--- config.mk ---
export PLATFORM = sky130hd
export DESIGN_NAME = pwm_fade
export DESIGN_NICKNAME = d
export VERILOG_FILES = /design/src/rtl/pwm_fade.sv
export SDC_FILE = /design/constraint.sdc
export NUM_CORES = 1
export LEC_CHECK = 0
export BUFFER_PORTS_ARGS = -buffer_cell sky130_fd_sc_hd__buf_2
export CAP_MARGIN = 0
export CORE_MARGIN = 5
export CORE_UTILIZATION = 40
export CTS_CLUSTER_DIAMETER = 200
export DETAILED_ROUTE_END_ITERATION = 16
export MAX_ROUTING_LAYER = met4
export PLACE_DENSITY_LB_ADDON = 0.08
export SLEW_MARGIN = 20
export SYNTH_ARGS = -nofsm -noshare
export SYNTH_HDL_FRONTEND = slang
export SYNTH_SLANG_ARGS = --single-unit
--- constraint.sdc ---
create_clock -name clk -period 6.3 [get_ports clk]
set_input_delay 0.63 -clock clk [delete_from_list [all_inputs] [get_ports clk]]
set_output_delay 0.63 -clock clk [all_outputs]
set_load 0.02 [all_outputs]
--- src/rtl/pwm_fade.sv ---
// Duty-cycle ramp generator feeding the pwm block: steps duty_cycle toward a latched target.
// Optional CLAMP_PERIOD_EN adds a live period input that bounds both the target and duty_cycle.
module pwm_fade #(
    parameter int unsigned WIDTH          = 32,
    parameter int unsigned PRESCALE_WIDTH = 16
) (
    input  logic                      clk,
    input  logic                      rst,
    input  logic                      en,
    input  logic                      start,
    input  logic [WIDTH-1:0]          target,
    input  logic [WIDTH-1:0]          step,
    input  logic [PRESCALE_WIDTH-1:0] prescale,
`ifdef CLAMP_PERIOD_EN
    input  logic [WIDTH-1:0]          period,
`endif
    output logic [WIDTH-1:0]          duty_cycle,
    output logic                      busy,
    output logic                      done
);

    typedef enum logic {S_IDLE, S_RAMP} state_t;

    state_t                    r_state;
    logic [WIDTH-1:0]          r_duty;
    logic [WIDTH-1:0]          r_target;
    logic [WIDTH-1:0]          r_step;
    logic [PRESCALE_WIDTH-1:0] r_prescale;
    logic [PRESCALE_WIDTH-1:0] r_cnt;
    logic                      r_busy;
    logic                      r_done;

    logic [WIDTH-1:0] w_new_tgt;
    logic [WIDTH-1:0] w_cur_tgt;
    logic [WIDTH-1:0] w_dist;
    logic             w_up;
    logic             w_tick;
    logic             w_land;
    logic [WIDTH-1:0] w_duty_d;
    logic [WIDTH-1:0] w_duty_q;

`ifdef CLAMP_PERIOD_EN
    // The ramp aims at the latched target re-clamped to the live period, so a
    // lowered period mid-ramp still lets the ramp terminate.
    assign w_new_tgt = (target < period) ? target : period;
    assign w_cur_tgt = (r_target < period) ? r_target : period;
    assign w_duty_q  = (w_duty_d > period) ? period : w_duty_d;
`else
    assign w_new_tgt = target;
    assign w_cur_tgt = r_target;
    assign w_duty_q  = w_duty_d;
`endif

    assign w_up   = (w_cur_tgt > r_duty);
    assign w_dist = w_up ? (w_cur_tgt - r_duty) : (r_duty - w_cur_tgt);
    assign w_tick = (r_state == S_RAMP) && (r_cnt == r_prescale);
    assign w_land = (w_dist <= r_step);

    always_comb begin
        w_duty_d = r_duty;
        if (en) begin
            if (start) begin
                if (step == '0)
                    w_duty_d = w_new_tgt;
            end else if (w_tick) begin
                if (w_land)
                    w_duty_d = w_cur_tgt;
                else if (w_up)
                    w_duty_d = r_duty + r_step;
                else
                    w_duty_d = r_duty - r_step;
            end
        end
    end

    always_ff @(posedge clk) begin
        if (!rst) begin
            r_state    <= S_IDLE;
            r_duty     <= '0;
            r_target   <= '0;
            r_step     <= '0;
            r_prescale <= '0;
            r_cnt      <= '0;
            r_busy     <= 1'b0;
            r_done     <= 1'b0;
        end else begin
            r_done <= 1'b0;
            r_duty <= w_duty_q;
            if (!en) begin
                r_state <= S_IDLE;
                r_busy  <= 1'b0;
            end else if (start) begin
                r_target   <= w_new_tgt;
                r_step     <= step;
                r_prescale <= prescale;
                r_cnt      <= '0;
                if (w_new_tgt == r_duty || step == '0) begin
                    r_state <= S_IDLE;
                    r_busy  <= 1'b0;
                    r_done  <= 1'b1;
                end else begin
                    r_state <= S_RAMP;
                    r_busy  <= 1'b1;
                end
            end else if (r_state == S_RAMP) begin
                if (w_tick) begin
                    r_cnt <= '0;
                    if (w_land) begin
                        r_state <= S_IDLE;
                        r_busy  <= 1'b0;
                        r_done  <= 1'b1;
                    end
                end else begin
                    r_cnt <= r_cnt + 1'b1;
                end
            end
        end
    end

    assign duty_cycle = r_duty;
    assign busy       = r_busy;
    assign done       = r_done;

endmodule

==> impl_metrics.ini, run 1 <==
[outcome]
outcome = complete, no violations

[synthesis]
yosys.area_share.simple = 0.204
synth_mux_area_frac = 0.0184
synthAdderAreaFrac = 0.135
yosys.area.top_type = sky130_fd_sc_hd__dfxtp_1
synthesis.nets = 1875
synthesis.yosys.warnings = 0
yosys.area_share.xor_xnor = 0.105
synth-main-ff-cell = sky130_fd_sc_hd__dfxtp_1
syn_avg_cell_area_um2 = 7.41
synth.lib_cells_used.distinct = 81
sequential_fraction_of_the_synthesis_area = 0.213
fraction_of_post_synthesis_cell_area_in_the_top_cell_type_by_area = 0.213
largest_family_of_logic_cells_by_synthesized_area = compound AO/OA/AOI/OAI gates
synth-compound-area-share = 0.259
post_synthesis_cell_area_um2 = 12300
synthesis.instances = 1660
synth_seq_cells = 131
netlist_top_cells_area = sky130_fd_sc_hd__dfxtp_1 (21%), sky130_fd_sc_hd__ha_1 (13%), sky130_fd_sc_hd__nand2_1 (8.4%)
synth-edff-count = 0
proportion_of_register_bits_with_asynchronous_set_or_reset_after_synthesis = 0

[final_layout]
final_core_util = 0.461
mostFrequentLayoutCell = sky130_fd_sc_hd__nand2_1
share_of_final_layout_standard_cells_stronger_than_drive_strength_1 = 0.133
antenna_cells = 0
layout_common_cells = sky130_fd_sc_hd__nand2_1 (274), sky130_fd_sc_hd__a21oi_1 (127), sky130_fd_sc_hd__dfxtp_1 (127), sky130_fd_sc_hd__ha_1 (124), sky130_fd_sc_hd__buf_2 (117)
syn_to_final_growth_pct = 14.0
finalNetCount = 1972
fill_cells = 3152
instances_no_fill = 2166

[routing]
routedLengthMet1_um = 21700
avgViaCountPerCell = 5.63
met3WireLength_um = 2370
routed_wirelength_um = 44800
drtPass1Iterations = 8
routedWlPerCell_um = 20.7
routed-wl-met2_um = 19100
drtIter0Drc = 719
top_layer = met4
post-route-drc-count = 0
vias = 12200
drtAntennaViolNets = 0

[power]
power_dens_cells_nw_per_um2 = 287
power.leakage_uw = 0.00590
irDropWorstVdd_mv = 0.211

[cts]
clock_insertion_delay_worst_skew_ns = 0.45
number_of_levels_in_the_clock_h_tree = 4
numCtsBuffers = 17
worst_setup_hold_path_clk_slew_ns = 0.06
tritoncts = yes
cts_num_sinks = 131
cts_root_buf = sky130_fd_sc_hd__clkbuf_16
clk_path_buf_depth = 2

[sta]
whs_ns = 0.423
worst_clock_skew_ns = 0.0144
timing.final.max_slew_violations = 0
timing_hold_violations_final = 0
maxClockFrequency_mhz = 170
setup-tns-final_ns = 0
report.final.setup_viol = 0
post-route-period-util = 0.936
worst_pin_slew_ns = 0.922
slew_headroom = 0.384
fin_ws_ns = 0.401
timing.final.crit_period_ns = 5.90

[grt]
vias_in_the_first_global_route = 11900
antenna_violations_before_repair = 0
grt_pass1_wl_um = 68900
grt_overflow = 0
largest_net_degree_at_the_start_of_global_routing = 105
grt.total_usage = 0.268

[floorplan]
start_util = 0.404
core-area_um2 = 30400
total_die_area_um2 = 34300
row_count = 64
chipWidth_um = 185
fp.dieH_um = 185
io-pin-count = 118

[placed_design]
place_congestion = 0.979
dp_cells = 2133
buffer_ports.inserted = 117
pre_cts_ws_ns = 0.211
dp_hpwl_um = 35600

[worst_setup_path]
worstSetupStartpointType = flip-flop
cp-end-kind = flip-flop
arrival_ns = 6.22
crit-reg2reg-launch = duty_cycle[18]$_SDFFE_PN0P_
cp_class = reg2reg
crit_required_ns = 6.62
startpoint = duty_cycle[18]$_SDFFE_PN0P_
cp_max_fo = 12

[min_path]
hold_wc_path_type = in2reg
min_from = prescale[7]

[job]
max_cap_violations = 0
## worst max-delay path: stages (launching register included)
cell and delay (ns):
sky130_fd_sc_hd__dfxtp_1 0.47, sky130_fd_sc_hd__inv_1 0.07, sky130_fd_sc_hd__ha_1 0.45, sky130_fd_sc_hd__nand2_1 0.16
sky130_fd_sc_hd__o21ai_1 0.37, sky130_fd_sc_hd__a211oi_1 0.15, sky130_fd_sc_hd__a21oi_2 0.27, sky130_fd_sc_hd__o21a_1 0.42
sky130_fd_sc_hd__buf_4 0.27, sky130_fd_sc_hd__mux2_4 0.33, sky130_fd_sc_hd__o32ai_2 0.22, sky130_fd_sc_hd__xor2_1 0.26
sky130_fd_sc_hd__ha_1 0.29, sky130_fd_sc_hd__a21o_1 0.18, sky130_fd_sc_hd__a21o_1 0.17, sky130_fd_sc_hd__a21oi_1 0.15
sky130_fd_sc_hd__o21ai_0 0.18, sky130_fd_sc_hd__o31ai_4 0.30, sky130_fd_sc_hd__buf_4 0.23, sky130_fd_sc_hd__buf_4 0.24
sky130_fd_sc_hd__nand3_1 0.10, sky130_fd_sc_hd__o2111ai_1 0.16, sky130_fd_sc_hd__nor2_1 0.07, sky130_fd_sc_hd__mux2i_1 0.13
sky130_fd_sc_hd__o211ai_1 0.10
## through the flow
stage | total power (uW) | cell area (um^2)
after floorplan | 2360 | 12300
after global placement | 2930 | 13400
after detailed placement | 2940 | 13400
after CTS | 3990 | 14000
after global routing | 4290 | 14000
final | 4020 | 14000
## synthesized netlist by cell type (7+ instances only)
master                        n
sky130_fd_sc_hd__a21boi_0    81
sky130_fd_sc_hd__nand3_1     26
sky130_fd_sc_hd__nor4_1      16
sky130_fd_sc_hd__a31oi_1      9
sky130_fd_sc_hd__nor2b_1     16
sky130_fd_sc_hd__a211oi_1    15
sky130_fd_sc_hd__clkbuf_1    57
sky130_fd_sc_hd__o22ai_1      9
sky130_fd_sc_hd__a2111oi_0    9
sky130_fd_sc_hd__nor2_1      93
sky130_fd_sc_hd__or2_2        7
sky130_fd_sc_hd__a21o_1      45
sky130_fd_sc_hd__o211ai_1    11
sky130_fd_sc_hd__dfxtp_1    131
sky130_fd_sc_hd__ha_1       128
sky130_fd_sc_hd__mux2i_1     20
sky130_fd_sc_hd__nand4_1     45
sky130_fd_sc_hd__a21oi_1    128
sky130_fd_sc_hd__o21ai_0     93
sky130_fd_sc_hd__o31ai_1     13
sky130_fd_sc_hd__xnor2_1    110
sky130_fd_sc_hd__nand2b_1     8
sky130_fd_sc_hd__o21bai_1     9
sky130_fd_sc_hd__nand2_1    275
sky130_fd_sc_hd__nor3_1      16
sky130_fd_sc_hd__o21a_1      13
sky130_fd_sc_hd__xor2_1      38
sky130_fd_sc_hd__buf_2       21
sky130_fd_sc_hd__a221oi_1     8
sky130_fd_sc_hd__and3_1      17
sky130_fd_sc_hd__inv_1      115
## layer usage
| metal | up-vias | track usage |
|---|---|---|
| met2 | 345 | 0.399 |
| met4 | 0 | 0.0986 |
| met1 | 5761 | 0.366 |
| li1 | 6003 | - |
| met3 | 77 | 0.0440 |
| met5 | - | - |
## state kept, by name, summed over array words and instances, names as in the netlist
register / count
duty_cycle: 32
r_cnt: 16
r_state: 1
done: 1
r_target: 32
r_prescale: 16
r_step: 32
busy: 1
## cell families after synthesis
group / count (synthesis)
adders and majority gates: 131
muxes: 22
buffers and inverters: 198
AOI/OAI and AO/OA: 484
and+or+nand+nor: 546
DFF: 131
xor gates and xnor gates: 148
## worst paths after layout
kind,to,slack (ns),cells past startpoint
worst min register to register,r_step[20]$_SDFFE_PN0P_,0.46,2
worst min-delay path,r_prescale[7]$_SDFFE_PN0P_,0.42,3
worst max-delay path,duty_cycle[30]$_SDFFE_PN0P_,0.40,24
worst max register to register,duty_cycle[30]$_SDFFE_PN0P_,0.40,24
## power by group
part / total (uW) / internal, uW / switching, uW / leakage (uW)
logic: 2090 / 848 / 1240 / 0.00454
registers: 887 / 855 / 31.9 / 0.00107
clock network: 1050 / 598 / 447 / 0.000285
## area by class of cell
class	count	area, um^2	share of cell area
Multi-Input combinational cell	1331	8930	0.637
Sequential cell	131	2630	0.187
Timing Repair Buffer	161	936	0.0668
Tap cell	396	495	0.0354
Clock buffer	18	439	0.0313
Inverter	115	432	0.0308
Clock inverter	14	153	0.0109
## what timing repair did
item	4_1_cts	5_1_grt
endpoints found under the setup margin	0	33
gates resized for setup	0	20
hold endpoints to repair	0	0
hold buffers	0	0
setup buffers	0	1
No activity file was read; power rests on OpenSTA's default activity.
==> inputs of run 2 (changes only) <==
--- a/config.mk
+++ b/config.mk
@@ -8,7 +8,7 @@
 export BUFFER_PORTS_ARGS = -buffer_cell sky130_fd_sc_hd__buf_2
 export CAP_MARGIN = 0
 export CORE_MARGIN = 5
-export CORE_UTILIZATION = 40
+export CORE_UTILIZATION = 25
 export CTS_CLUSTER_DIAMETER = 200
 export DETAILED_ROUTE_END_ITERATION = 16
 export MAX_ROUTING_LAYER = met4
==> impl_metrics.ini, run 2 (synthesis results as in run 1) <==
[outcome]
outcome = complete, no violations

[routing]
vias = 12200
drtIter0Drc = 765
drtPass1Iterations = 7
drtAntennaViolNets = 0
routedWlPerCell_um = 20.9
routed_wirelength_um = 51300
avgViaCountPerCell = 4.96
post-route-drc-count = 0

[grt]
grt_overflow = 0
vias_in_the_first_global_route = 12100
grt.total_usage = 0.197
largest_net_degree_at_the_start_of_global_routing = 81
grt_pass1_wl_um = 77400
antenna_violations_before_repair = 0

[worst_setup_path]
crit-reg2reg-launch = duty_cycle[27]$_SDFFE_PN0P_
cp_max_fo = 16
startpoint = duty_cycle[27]$_SDFFE_PN0P_
worst_r2r_path_depth = 22
worstSetupStartpointType = flip-flop
arrival_ns = 6.31
crit_required_ns = 6.68
regToRegEndpoint = duty_cycle[28]$_SDFFE_PN0P_
worst_setup_ep = duty_cycle[28]$_SDFFE_PN0P_
cp_class = reg2reg
cp-end-kind = flip-flop
slack_of_the_worst_reg_to_reg_path_ns = 0.37

[power]
irDropWorstVdd_mv = 0.211
power_dens_cells_nw_per_um2 = 278
power.leakage_uw = 0.00599

[cts]
number_of_levels_in_the_clock_h_tree = 4
clk_path_buf_depth = 2
clock_insertion_delay_worst_skew_ns = 0.49
numCtsBuffers = 17
count_of_hold_fix_buffers_inserted_at_cts = 0
cts_num_sinks = 131
worst_setup_hold_path_clk_slew_ns = 0.07
cts_root_buf = sky130_fd_sc_hd__clkbuf_16
tritoncts = yes

[floorplan]
start_util = 0.252
chipWidth_um = 232
fp.dieH_um = 232
core-area_um2 = 48700
io-pin-count = 118
total_die_area_um2 = 53700
row_count = 81

[final_layout]
fill_cells = 5359
layout_common_cells = sky130_fd_sc_hd__nand2_1 (274), sky130_fd_sc_hd__dfxtp_1 (131), sky130_fd_sc_hd__a21oi_1 (127), sky130_fd_sc_hd__ha_1 (126), sky130_fd_sc_hd__buf_2 (116)
finalNetCount = 1993
mostFrequentLayoutCell = sky130_fd_sc_hd__nand2_1
share_of_final_layout_standard_cells_stronger_than_drive_strength_1 = 0.141
antenna_cells = 0
syn_to_final_growth_pct = 17.6

[sta]
worst_clock_skew_ns = 0.0192
timing.final.crit_period_ns = 5.93
unrepaired_setup_endpoints_after_global_routing = no
timing_hold_violations_final = 0
post-route-period-util = 0.942
whs_ns = 0.393
maxClockFrequency_mhz = 169
report.final.setup_viol = 0
setup-tns-final_ns = 0
timing.final.max_slew_violations = 0
worst_pin_slew_ns = 1.07
slew_headroom = 0.290

[min_path]
hold_wc_path_type = in2reg
whs_path_depth = 3

[placed_design]
place_congestion = 0.903
dp_hpwl_um = 40500
buffer_ports.inserted = 117

[job]
max_cap_violations = 0
[run 2: layout make-up]
type	instances	area, um^2	area share
inverter	115	432	0.0298
multi-input combinational	1331	8940	0.618
tap	664	831	0.0574
clock buffer	18	429	0.0297
timing repair buffer	182	1080	0.0749
sequential	131	2620	0.181
clock inverter	14	126	0.00874
[run 2: repair_timing]
action,CTS,global route
setup buffers,0,1
resized for setup,0,11
hold endpoints to repair,0,0
endpoints found under the setup margin,0,30
[run 2: layer usage]
metal	track usage	share of wire	vias up
met5	-	0	-
met2	0.296	0.44	273
met4	0.0626	0.026	0
met3	0.0323	0.041	52
met1	0.271	0.50	5788
li1	-	-	6054
[run 2: worst max-delay path, stage by stage, from the launching register on]
cell and delay, ns:
sky130_fd_sc_hd__dfxtp_1 0.45, sky130_fd_sc_hd__inv_1 0.10, sky130_fd_sc_hd__ha_1 0.35, sky130_fd_sc_hd__nand4_2 0.24, sky130_fd_sc_hd__nor3_1 0.40, sky130_fd_sc_hd__nor3_1 0.17, sky130_fd_sc_hd__a21oi_2 0.29, sky130_fd_sc_hd__o21a_2 0.34
sky130_fd_sc_hd__buf_4 0.28, sky130_fd_sc_hd__nor2_1 0.06, sky130_fd_sc_hd__a21oi_1 0.28, sky130_fd_sc_hd__fa_1 0.29, sky130_fd_sc_hd__a21o_1 0.17, sky130_fd_sc_hd__nand4_1 0.16, sky130_fd_sc_hd__a21oi_1 0.33, sky130_fd_sc_hd__o211ai_1 0.25
sky130_fd_sc_hd__o21ai_0 0.47, sky130_fd_sc_hd__a21oi_1 0.13, sky130_fd_sc_hd__buf_4 0.19, sky130_fd_sc_hd__o31a_1 0.32, sky130_fd_sc_hd__mux2_2 0.23, sky130_fd_sc_hd__nand2_1 0.05, sky130_fd_sc_hd__a32o_1 0.27
[run 2: worst min-delay path by stage]
stage	start	end	slack, ns
2_1_floorplan	r_step[20]$_SDFFE_PN0P_	r_step[20]$_SDFFE_PN0P_	0.44
6_report	prescale[7]	r_prescale[7]$_SDFFE_PN0P_	0.39
5_1_grt	prescale[7]	r_prescale[7]$_SDFFE_PN0P_	0.36
4_1_cts	prescale[7]	r_prescale[7]$_SDFFE_PN0P_	0.34
3_5_place_dp	r_step[6]$_SDFFE_PN0P_	r_step[6]$_SDFFE_PN0P_	0.47
3_3_place_gp	r_step[20]$_SDFFE_PN0P_	r_step[20]$_SDFFE_PN0P_	0.46
[run 2: per-stage QoR]
stage                util  power [uW]  setup slack, ns  std cells  instance area [um^2]
floorplan               -        2360            0.911       1660                 12300
global placement    0.284        3010           0.0873       2422                 13900
detailed placement  0.284        3010           0.0648       2422                 13900
CTS                 0.296        4050          0.00709       2454                 14400
global route        0.297        4320           0.0190       2455                 14500
finish              0.297        4020            0.368       2455                 14500
[run 2: where the power goes]
group	switching [uW]	internal [uW]	total (uW)	leakage [uW]
Combinational	1290	836	2120	0.00466
Sequential	30.8	855	886	0.00107
Clock	461	545	1010	0.000272
Total	1780	2240	4020	0.00599
==> inputs of run 3 (changes only) <==
--- a/config.mk
+++ b/config.mk
@@ -7,13 +7,12 @@
 export LEC_CHECK = 0
 export BUFFER_PORTS_ARGS = -buffer_cell sky130_fd_sc_hd__buf_2
 export CAP_MARGIN = 0
+export CORE_ASPECT_RATIO = 1.25
 export CORE_MARGIN = 5
 export CORE_UTILIZATION = 25
-export CTS_CLUSTER_DIAMETER = 200
 export DETAILED_ROUTE_END_ITERATION = 16
 export MAX_ROUTING_LAYER = met4
 export PLACE_DENSITY_LB_ADDON = 0.08
-export SLEW_MARGIN = 20
 export SYNTH_ARGS = -nofsm -noshare
 export SYNTH_HDL_FRONTEND = slang
 export SYNTH_SLANG_ARGS = --single-unit
==> impl_metrics.ini, run 3 (synthesis results as in run 1) <==
[power]
irDropWorstVdd_mv = 0.180
power.leakage_uw = 0.00600
power_dens_cells_nw_per_um2 = 289

[worst_setup_path]
critPathMaxStageDelay_ns = 0.58
worstSetupStartpointType = flip-flop
cp-end-kind = flip-flop
cp_top_family = compound AO/OA/AOI/OAI gates
cp_max_fo = 14
crit_path_buf_inv_count = 4
arrival_ns = 6.24
crit_required_ns = 6.63
critPathSlowestCell = sky130_fd_sc_hd__or4_1
cp_class = reg2reg

[routing]
avgViaCountPerCell = 4.96
post-route-drc-count = 0
drtAntennaViolNets = 0
routed_wirelength_um = 50800
drtPass1Iterations = 5
vias = 12000
drtIter0Drc = 589
routedWlPerCell_um = 20.9

[sta]
slew_headroom = 0.314
timing_hold_violations_final = 0
worst_clock_skew_ns = 0.0115
whs_ns = 0.420
unrepaired_setup_endpoints_after_global_routing = no
report.final.setup_viol = 0
maxClockFrequency_mhz = 169
post-route-period-util = 0.937
setup-tns-final_ns = 0
timing.final.crit_period_ns = 5.90
fin_ws_ns = 0.397
timing.final.max_slew_violations = 0
worst_pin_slew_ns = 1.02

[final_layout]
final_design_area_no_fill_um2 = 14500
fill_cells = 5368
share_of_final_layout_standard_cells_stronger_than_drive_strength_1 = 0.143
layout_common_cells = sky130_fd_sc_hd__nand2_1 (274), sky130_fd_sc_hd__dfxtp_1 (127), sky130_fd_sc_hd__a21oi_1 (126), sky130_fd_sc_hd__ha_1 (123), sky130_fd_sc_hd__buf_2 (116)
seqCellArea_um2 = 2630
antenna_cells = 0
finalNetCount = 1987
multi_input_logic_area_um2 = 8960
mostFrequentLayoutCell = sky130_fd_sc_hd__nand2_1
syn_to_final_growth_pct = 18.2

[cts]
clock_insertion_delay_worst_skew_ns = 0.46
count_of_hold_fix_buffers_inserted_at_cts = 0
clk_path_buf_depth = 2
numCtsBuffers = 17
number_of_levels_in_the_clock_h_tree = 4
tritoncts = yes
cts_num_sinks = 131
worst_setup_hold_path_clk_slew_ns = 0.06
cts_root_buf = sky130_fd_sc_hd__clkbuf_16

[grt]
vias_in_the_first_global_route = 12000
grt_pass1_wl_um = 76700
grt_overflow = 0
antenna_violations_before_repair = 0
grt.total_usage = 0.191
largest_net_degree_at_the_start_of_global_routing = 81

[placed_design]
dp_hpwl_um = 41000
buffer_ports.inserted = 117
place_area_um2 = 13800
place_congestion = 0.894
pre_cts_ws_ns = -0.296

[outcome]
outcome = complete, no violations

[floorplan]
start_util = 0.253
total_die_area_um2 = 53700
fp.dieH_um = 258
chipWidth_um = 208
core-area_um2 = 48500
row_count = 90
io-pin-count = 118

[job]
max_cap_violations = 0

[min_path]
hold_wc_path_type = in2reg
## run 3: path summary, 6_finish.rpt
kind	from	to	slack [ns]	cells after the start
max	duty_cycle[26]$_SDFFE_PN0P_	duty_cycle[25]$_SDFFE_PN0P_	0.40	25
min	prescale[9]	r_prescale[9]$_SDFFE_PN0P_	0.42	3
max reg2reg	duty_cycle[26]$_SDFFE_PN0P_	duty_cycle[25]$_SDFFE_PN0P_	0.40	25
min reg2reg	r_step[6]$_SDFFE_PN0P_	r_step[6]$_SDFFE_PN0P_	0.47	2
## run 3: worst reg2reg max path, delay by kind of cell (launching register included)
kind	cells	cell delay, ns
AOI/OAI and AO/OA	10	2.03
and+or+nand+nor	8	1.94
adders and majority gates	2	0.73
buffers and inverters	4	0.59
DFF	1	0.34
xor gates and xnor gates	1	0.15
## run 3: through the flow
| step | util | std cells | power, uW |
|---|---|---|---|
| after CTS | 0.298 | 2425 | 4200 |
| after global placement | 0.284 | 2391 | 3070 |
| after detailed placement | 0.284 | 2391 | 3050 |
| final | 0.299 | 2429 | 4200 |
| after global routing | 0.299 | 2429 | 4500 |
| after floorplan | - | 1660 | 2360 |
## run 3: area by class of cell
cell class | instances | share of cell area
inverter | 115 | 0.0297
multi-input combinational | 1331 | 0.617
clock inverter | 13 | 0.0121
clock buffer | 19 | 0.0305
tap | 644 | 0.0554
sequential | 131 | 0.181
timing repair buffer | 176 | 0.0746
## run 3: routing by layer
layer / global-route usage / part of all wire / routed length [um] / vias to the layer above
met5: - / 0 / 0 / -
met2: 0.318 / 0.48 / 24400 / 235
met4: 0.0641 / 0.029 / 1450 / 0
li1: - / - / - / 6031
met3: 0.0234 / 0.028 / 1440 / 50
met1: 0.242 / 0.46 / 23600 / 5722
## run 3: what timing repair did
action | in CTS | in global routing
pin swaps | 2 | 5
buffers inserted | 2 | 4
endpoints found under the setup margin | 35 | 35
resized for setup | 5 | 17
## run 3: report_power, final
part           internal [uW]  total (uW)  switching, uW
registers                855         885           30.0
clock network            639        1090            452
logic                    908        2220           1310
total                   2400        4200           1800
